==> config.mk <==
export PLATFORM = sky130hd
export DESIGN_NAME = pipe_hazard_ctrl
export DESIGN_NICKNAME = d
export VERILOG_FILES = /design/src/rtl/pipe_hazard_ctrl.sv
export SDC_FILE = /design/constraint.sdc
export NUM_CORES = 1
export LEC_CHECK = 0
export CORE_ASPECT_RATIO = 0.9
export CORE_MARGIN = 1.5
export CORE_UTILIZATION = 40
export CTS_CLUSTER_SIZE = 12
export DETAILED_ROUTE_END_ITERATION = 16
export GPL_TIMING_DRIVEN = 0
export PLACE_DENSITY_LB_ADDON = 0.08
export SYNTH_ARGS = -nofsm -noshare
export SYNTH_HDL_FRONTEND = slang
export SYNTH_SLANG_ARGS = --single-unit
==> constraint.sdc <==
create_clock -name clk -period 2.3 [get_ports clk]
set_input_delay 0.345 -clock clk [delete_from_list [all_inputs] [get_ports clk]]
set_output_delay 0.345 -clock clk [all_outputs]
set_load 0.1 [all_outputs]
==> src/rtl/pipe_hazard_ctrl.sv <==
// Hazard controller for a five-stage pipeline: operand forwarding, load-use and
// branch handling, memory-wait stalling with timeout, and stall/flush counters.
module pipe_hazard_ctrl #(
    parameter int MEM_TIMEOUT = 16,
    parameter int CNT_W       = 16
) (
    input  logic             clk,
    input  logic             rst,
    input  logic [4:0]       rs1_D,
    input  logic [4:0]       rs2_D,
    input  logic [4:0]       rs1_E,
    input  logic [4:0]       rs2_E,
    input  logic [4:0]       rd_E,
    input  logic             rd_en_E,
    input  logic             br_taken_E,
    input  logic [4:0]       rd_M,
    input  logic             rf_en_M,
    input  logic             mem_req_M,
    input  logic             mem_ack,
    input  logic [4:0]       rd_W,
    input  logic             rf_en_W,
    output logic [1:0]       fwd_a_E,
    output logic [1:0]       fwd_b_E,
    output logic             stall_F,
    output logic             stall_D,
    output logic             stall_E,
    output logic             stall_M,
    output logic             flush_D,
    output logic             flush_E,
    output logic             flush_W,
    output logic             mem_err,
    output logic [CNT_W-1:0] stall_cnt,
    output logic [CNT_W-1:0] flush_cnt
);

    typedef enum logic [1:0] {RUN, MEM_WAIT, ERR} state_e;

    localparam int WCNT_W = $clog2(MEM_TIMEOUT + 1);

    state_e             state_q, state_d;
    logic [WCNT_W-1:0]  wcnt_q, wcnt_d;
    logic               mem_err_q, mem_err_d;
    logic [CNT_W-1:0]   stall_cnt_q, stall_cnt_d;
    logic [CNT_W-1:0]   flush_cnt_q, flush_cnt_d;
    logic               mem_stall;
    logic               load_use;

    assign mem_stall = (state_q != ERR) && mem_req_M && !mem_ack;
    assign load_use  = rd_en_E && (rd_E != 5'd0) && ((rd_E == rs1_D) || (rd_E == rs2_D));

    // Hazard outputs are purely combinational so a memory ack releases the pipe in the same cycle.
    always_comb begin
        fwd_a_E = 2'b00;
        fwd_b_E = 2'b00;
        stall_F = 1'b0;
        stall_D = 1'b0;
        stall_E = 1'b0;
        stall_M = 1'b0;
        flush_D = 1'b0;
        flush_E = 1'b0;
        flush_W = 1'b0;
        if (!rst) begin
            if (rf_en_M && (rd_M != 5'd0) && (rd_M == rs1_E))
                fwd_a_E = 2'b01;
            else if (rf_en_W && (rd_W != 5'd0) && (rd_W == rs1_E))
                fwd_a_E = 2'b10;
            if (rf_en_M && (rd_M != 5'd0) && (rd_M == rs2_E))
                fwd_b_E = 2'b01;
            else if (rf_en_W && (rd_W != 5'd0) && (rd_W == rs2_E))
                fwd_b_E = 2'b10;

            if ((state_q == ERR) || mem_stall) begin
                stall_F = 1'b1;
                stall_D = 1'b1;
                stall_E = 1'b1;
                stall_M = 1'b1;
                flush_W = 1'b1;
            end else if (br_taken_E) begin
                flush_D = 1'b1;
                flush_E = 1'b1;
            end else if (load_use) begin
                stall_F = 1'b1;
                stall_D = 1'b1;
                flush_E = 1'b1;
            end
        end
    end

    always_comb begin
        state_d   = state_q;
        wcnt_d    = wcnt_q;
        mem_err_d = mem_err_q;
        case (state_q)
            RUN: begin
                if (mem_stall) begin
                    state_d = MEM_WAIT;
                    wcnt_d  = WCNT_W'(1);
                end
            end
            MEM_WAIT: begin
                if (!mem_stall) begin
                    state_d = RUN;
                    wcnt_d  = '0;
                end else begin
                    wcnt_d = wcnt_q + WCNT_W'(1);
                    if (wcnt_q == WCNT_W'(MEM_TIMEOUT - 1)) begin
                        state_d   = ERR;
                        mem_err_d = 1'b1;
                    end
                end
            end
            ERR: begin
                state_d = ERR;
            end
            default: begin
                state_d = RUN;
                wcnt_d  = '0;
            end
        endcase
    end

    // Counters saturate at all-ones so long error runs never wrap back to small values.
    always_comb begin
        stall_cnt_d = stall_cnt_q;
        flush_cnt_d = flush_cnt_q;
        if (stall_F && (stall_cnt_q != {CNT_W{1'b1}}))
            stall_cnt_d = stall_cnt_q + CNT_W'(1);
        if ((flush_D || flush_E) && (flush_cnt_q != {CNT_W{1'b1}}))
            flush_cnt_d = flush_cnt_q + CNT_W'(1);
    end

    always_ff @(posedge clk) begin
        if (rst) begin
            state_q     <= RUN;
            wcnt_q      <= '0;
            mem_err_q   <= 1'b0;
            stall_cnt_q <= '0;
            flush_cnt_q <= '0;
        end else begin
            state_q     <= state_d;
            wcnt_q      <= wcnt_d;
            mem_err_q   <= mem_err_d;
            stall_cnt_q <= stall_cnt_d;
            flush_cnt_q <= flush_cnt_d;
        end
    end

    assign mem_err   = mem_err_q;
    assign stall_cnt = stall_cnt_q;
    assign flush_cnt = flush_cnt_q;

endmodule

==> impl_metrics.toml, run 1 <==
[timing]
clock_skew_ps = 6.30
rsz0062_at_grt = "true"
hold_viol_final = 0
setup_violations = 0
slew_violations = 0
finalCriticalPeriod_ps = 2240
period_share_pct = 97.5
worst_pin_slew_ps = 975
setup_slack_ps = 56.9
slew_headroom_pct = 34.8
fmax_mhz = 446

[setup_path]
crit_buf_inv = 2
criticalPathCategory = "flop to flop"
crit_top_cell = "clkbuf_2"
worstSetupStartpointType = "flop"
cpMaxStageDelayCell = "or4_1"
crit_path_max_fanout = 7
end_kind = "flop"
arrival_ps = 2470
required_ps = 2530
cp_top_family = "simple AND/OR/NAND/NOR gates"
slowest_delay_ps = 490
crit_chain = "ha_2 > nand2_1 > nor4_2 > and3_1 > clkbuf_2 > or3_1 > clkbuf_2 > or4_1 > a21oi_2"

[finish]
drive_above_1_share_pct = 24.9
diodes = 0
syn_to_final_growth_pct = 49.0
final_nets = 443
postLayoutCellArea_mm2 = 0.00368

[power_and_ir_drop]
p_leak_uw = 0.00136
power_density_mw_per_mm2 = 413
total_power_uw = 1520
ir_worst_vdd_mv = 0.322

[global_route]
grt_pass1_vias = 2296
grt_pass1_wl_mm = 10.7
grt_max_degree = 14
antenna_found_initial = 0
grt_usage_pct = 19.6
grt.overflow.total = 0

[floorplanning]
ios = 87
core_region_area_mm2 = 0.00582
die_area_mm2 = 0.00665
start_util_pct = 42.4
placementRows = 26
die_h_um = 77.5
die_width_um = 85.8

[synthesis]
synth-seq-area-share_pct = 32.5
synth_edf_count = 0
async_flop_share_pct = 0
yosysWarnings = 0
synth.distinct_cells = 49
synth_cells = 300
yosys_most_used_dff = "dfxtp_1"
syn_nets = 347
ys_ff_latch = 40
synth_area_per_cell_um2 = 8.22
syn-cell-area_mm2 = 0.00247

[clock_tree]
postCtsHoldBufs = 0
htreeDepth = 2
cts_tree = "yes"
cts_buffers = 5
clock_latency_ps = 300
clock_sinks = 40
path_clk_slew_ps = 80
root_buffer = "clkbuf_8"
cts_buffer_depth = 2

[run]
cap_viol_max_count = 0

[drt]
num_vias = 2572
drt-met1-wl_mm = 3.23
ant_nets = 0
dr.pass1.iters = 4
dr_wl_met2_mm = 3.02
wl_per_cell_um = 14.1
met3_length_um = 319
avgViaCountPerCell = 5.51
top_layer = "met4"
routed_wl_mm = 6.59
drtIter0Drc = 99
drcViolationCount = 0

[hold_path]
worst_hold_path_type = "input pin to flop"

[placed_design]
place_area_mm2 = 0.00354
numPortBuffers = 85
dp_slack_ps = -1270
hpwl_mm = 5.01
place.gp.congestion = 0.807

[outcome]
outcome = "finished, final reports clean"
[cell families (layout without fill, tap and decap cells)]
family / after synthesis / after routing / share of synthesized area (%)
DFF: 40 / 40 / 32.5
muxes: 3 / 3 / 1.27
adders and majority gates: 4 / 4 / 2.03
buffers and inverters: 25 / 122 / 5.02
xor gates and xnor gates: 38 / 38 / 13.5
AOI/OAI and AO/OA: 65 / 65 / 17.0
and+or+nand+nor: 125 / 125 / 28.7
[synth_stat cells (2+ instances only)]
cell / count / share of area (%)
nor2_1: 23 / 3.5
nor3_1: 4 / 0.81
and2_1: 3 / 0.76
nand4_1: 2 / 0.51
nand2_1: 18 / 2.7
a31oi_1: 5 / 1.3
inv_1: 7 / 1.1
a21oi_1: 24 / 4.9
buf_4: 5 / 1.5
xor2_1: 22 / 7.8
o21a_1: 2 / 0.61
nor3_2: 2 / 0.81
clkbuf_1: 8 / 1.2
a21o_1: 2 / 0.61
or4_1: 12 / 3.7
o211ai_1: 2 / 0.61
o31ai_1: 9 / 2.7
o21ai_1: 12 / 2.4
nor4b_1: 2 / 0.71
nand3_1: 18 / 3.7
nor4_1: 7 / 1.8
or3_1: 12 / 3.0
o41ai_1: 2 / 0.71
xnor2_1: 16 / 5.7
clkbuf_2: 2 / 0.41
dfxtp_1: 40 / 32
and4_1: 2 / 0.71
mux2i_1: 2 / 0.81
and3_1: 11 / 2.8
ha_1: 4 / 2.0
nand2b_1: 2 / 0.51
[per-layer routing]
metal,vias up,GRT usage (%)
met1,1207,26.7
met3,2,3.83
li1,1292,-
met4,0,5.48
met2,71,31.4
met5,-,0
[power by group]
group | total [uW] | switching, uW | internal (uW)
Combinational | 343 | 201 | 141
Clock | 480 | 268 | 212
Sequential | 697 | 6.95 | 690
[final timing paths]
check,startpoint,to,slack [ps],depth (start not counted)
max,flush_cnt[0]$_SDFFE_PP0P_,flush_cnt[9]$_SDFFE_PP0P_,60,9
min reg2reg,mem_err$_SDFFE_PP0P_,mem_err$_SDFFE_PP0P_,460,2
max reg2reg,flush_cnt[0]$_SDFFE_PP0P_,flush_cnt[9]$_SDFFE_PP0P_,60,9
min,rst,flush_cnt[10]$_SDFFE_PP0P_,360,3
[per-stage QoR]
| stage | TNS, ps | util (%) | hold WS, ps | std cells |
|---|---|---|---|---|
| final | 0 | 63.1 | 365 | 467 |
| after detailed placement | -16300 | 60.8 | 444 | 455 |
| after CTS | -0.0482 | 63.2 | 369 | 467 |
| after floorplan | -1590 | - | 495 | 300 |
| after global placement | -15920 | 60.8 | 437 | 455 |
| after global routing | -108 | 63.1 | 393 | 467 |
[cell type report]
class	count	area, um2
well taps	70	87.6
fillers	523	2150
plain buffers	17	106
clock buffers	5	68.8
clock inverters	3	17.5
repair buffers	89	858
multi-input cells	235	1650
flip-flops and latches	40	857
inverters	8	30.0
[tightest hold or removal path, delay by kind of cell]
family | cells | cell delay (ps)
buf+inv | 2 | 190
compound gates | 1 | 100
[layout by cell type (no fill, tap or decap), types with 9 or more instances in the layout]
cell type        netlist  final
or3_1                 12     12
dfxtp_2                0     21
nor2_1                23     23
xor2_1                22     22
buf_4                  5     12
clkbuf_2               2      9
or4_1                 12      9
dfxtp_1               40     11
o21ai_1               12     11
o31ai_1                9      9
xnor2_1               16     16
nand3_1               18     18
and3_1                11     10
nand2_1               18     16
clkdlybuf4s50_1        0     53
a21oi_1               24     22
[registers in the layout, summed over array words and instances, names as in the netlist]
register and count:
flush_cnt 16, mem_err 1, wcnt_q 5, stall_cnt 16, state_q 2
[repair_timing]
| item | CTS | global route |
|---|---|---|
| resized for setup | 96 | 29 |
| setup endpoints to repair | 17 | 16 |
| pin swaps | 7 | 11 |
| setup buffers | 4 | 0 |
Power figures use the tool's default switching activity.
==> run 2, diff against run 1 <==
--- a/config.mk
+++ b/config.mk
@@ -5,13 +5,14 @@
 export SDC_FILE = /design/constraint.sdc
 export NUM_CORES = 1
 export LEC_CHECK = 0
-export CORE_ASPECT_RATIO = 0.9
+export CORE_ASPECT_RATIO = 1.25
 export CORE_MARGIN = 1.5
-export CORE_UTILIZATION = 40
+export CORE_UTILIZATION = 25
 export CTS_CLUSTER_SIZE = 12
 export DETAILED_ROUTE_END_ITERATION = 16
 export GPL_TIMING_DRIVEN = 0
 export PLACE_DENSITY_LB_ADDON = 0.08
+export SLEW_MARGIN = 0
 export SYNTH_ARGS = -nofsm -noshare
 export SYNTH_HDL_FRONTEND = slang
 export SYNTH_SLANG_ARGS = --single-unit
==> run 2 against run 1 <==
Setup slack improved by 2.7 ps; core utilization shrank 22 points; register-to-register slack improved by 90 ps; via count shrank 1.7%; worst hold slack better by 29 ps; maximum frequency up 0.12%; combinational power increased by 4%; final cell count rose by 12%; global-route usage is 5.3 points lower; critical path depth down 3; critical endpoint is now fwd_a_E[0]; highest routed layer unchanged.
==> impl_metrics.toml, run 2 (synthesis results as in run 1) <==
[setup_path]
cpMaxStageDelayCell = "clkdlybuf4s50_1"
worstSetupStartpointType = "input pin"
slowest_delay_ps = 600
crit_path_max_fanout = 3
arrival_ps = 1900
cp_top_family = "buffers and inverters"
crit_buf_inv = 4
required_ps = 1960
end_kind = "output pin"
crit_chain = "clkdlybuf4s50_1 > o21ai_4 > buf_4 > buf_4 > nor4_2 > clkbuf_4"
crit_top_cell = "buf_4"
criticalPathCategory = "input pin to output pin"

[timing]
hold_ws_ps = 394
worst_pin_slew_ps = 993
clock_skew_ps = 4.64
fmax_mhz = 446
period_share_pct = 97.4
hold_viol_final = 0
slew_violations = 0
tns_ps = 0
finalCriticalPeriod_ps = 2240
slew_headroom_pct = 33.6
setup_violations = 0

[floorplanning]
start_util_pct = 25.7
ios = 87
die_area_mm2 = 0.0105
placementRows = 40
die_h_um = 114
die_width_um = 91.9
core_region_area_mm2 = 0.00961

[global_route]
met2_usage_pct = 25.5
antenna_found_initial = 0
grt_use_met3_pct = 2.86
top_usage_layer = "met2"
grt.overflow.total = 0
grtUsageMet1_pct = 17.6
grt_pass1_wl_mm = 12.0
grt_usage_pct = 14.2
grt_max_degree = 14
grt_pass1_vias = 2479

[clock_tree]
root_buffer = "clkbuf_16"
path_clk_slew_ps = 60
clock_sinks = 40
htreeDepth = 2
cts_tree = "yes"
clock_latency_ps = 280
postCtsHoldBufs = 0
cts_buffers = 5
cts_buffer_depth = 2

[finish]
final_common_cell = "clkdlybuf4s50_1"
final_nets = 444
drive_above_1_share_pct = 25.4
fin_util_pct = 41.0
fin_cells = 524
layout_common_cells = "clkdlybuf4s50_1, a21oi_1, nor2_1, xor2_1, dfxtp_2"
diodes = 0
syn_to_final_growth_pct = 59.8

[power_and_ir_drop]
p_leak_uw = 0.00145
power_density_mw_per_mm2 = 525
total_power_uw = 2070
ir_worst_vdd_mv = 0.377

[drt]
wl_per_cell_um = 14.2
dr.pass1.iters = 4
drcViolationCount = 0
drtIter0Drc = 62
ant_nets = 0
num_vias = 2529
avgViaCountPerCell = 4.83
routed_wl_mm = 7.45

[hold_path]
worst_hold_path_type = "input pin to flop"

[placed_design]
place.gp.congestion = 0.717
hpwl_mm = 5.60
numPortBuffers = 85
post-place-cells = 511

[run]
cap_viol_max_count = 0

[outcome]
outcome = "finished, final reports clean"
[run 2: cell types whose count changed in the layout (fill, tap and decap cells not counted), moves of 3 or more]
cell,before,now
buf_4,12,9
clkbuf_16,0,5
dlygate4sd2_1,3,10
clkbuf_8,6,1
clkbuf_2,9,5
bufinv_16,0,3
clkdlybuf4s50_1,53,49
buf_6,3,8
[run 2: stage by stage]
step           worst slack, ps  area [um2]
2_1_floorplan             -494        2600
3_3_place_gp             -1280        3610
3_5_place_dp             -1270        3610
4_1_cts                  -76.3        3860
5_1_grt                  -5.67        3940
6_report                  59.6        3940
[run 2: worst paths after layout]
check                                                from                         end  slack, ps  cells after the start
worst min register to register       mem_err$_SDFFE_PP0P_        mem_err$_SDFFE_PP0P_        460                      2
worst min-delay path                                  rst  flush_cnt[10]$_SDFFE_PP0P_        390                      3
worst max register to register  flush_cnt[0]$_SDFFE_PP0P_  flush_cnt[15]$_SDFFE_PP0P_        150                      9
worst max-delay path                              rd_M[0]                  fwd_a_E[0]         60                      6
[run 2: area by class of cell]
cell class | count | area, um2
multi-input cells | 235 | 1670
fillers | 1007 | 5670
plain buffers | 15 | 105
repair buffers | 92 | 905
inverters | 8 | 30.0
clock buffers | 5 | 125
well taps | 126 | 158
clock inverters | 3 | 90.1
flip-flops and latches | 40 | 857
[run 2: layer usage]
layer / routed length [um] / share of wire [%]
met1: 3370 / 45
met4: 74 / 0.99
met2: 3720 / 50
met3: 284 / 3.8
met5: 0 / 0
[run 2: worst register-to-register path, stage by stage (launching register included)]
cell and delay (ps):
dfxtp_4 360, ha_2 210, nand2_1 80, nor4_2 50, and3_1 160, clkbuf_2 140
or3_4 440, buf_4 200, o41ai_2 280, a21oi_1 100
[run 2: power by group]
part	leakage, uW	switching [uW]	internal [uW]
clock	0.000104	285	732
combinational	0.00101	209	147
sequential	0.000340	7.15	691
[run 2: repair_timing]
action                     in CTS  in global routing
gates cloned                    0                  1
setup endpoints to repair      29                 18
gates resized for setup        92                 44
buffers inserted                4                  2
pin swaps                       6                 14
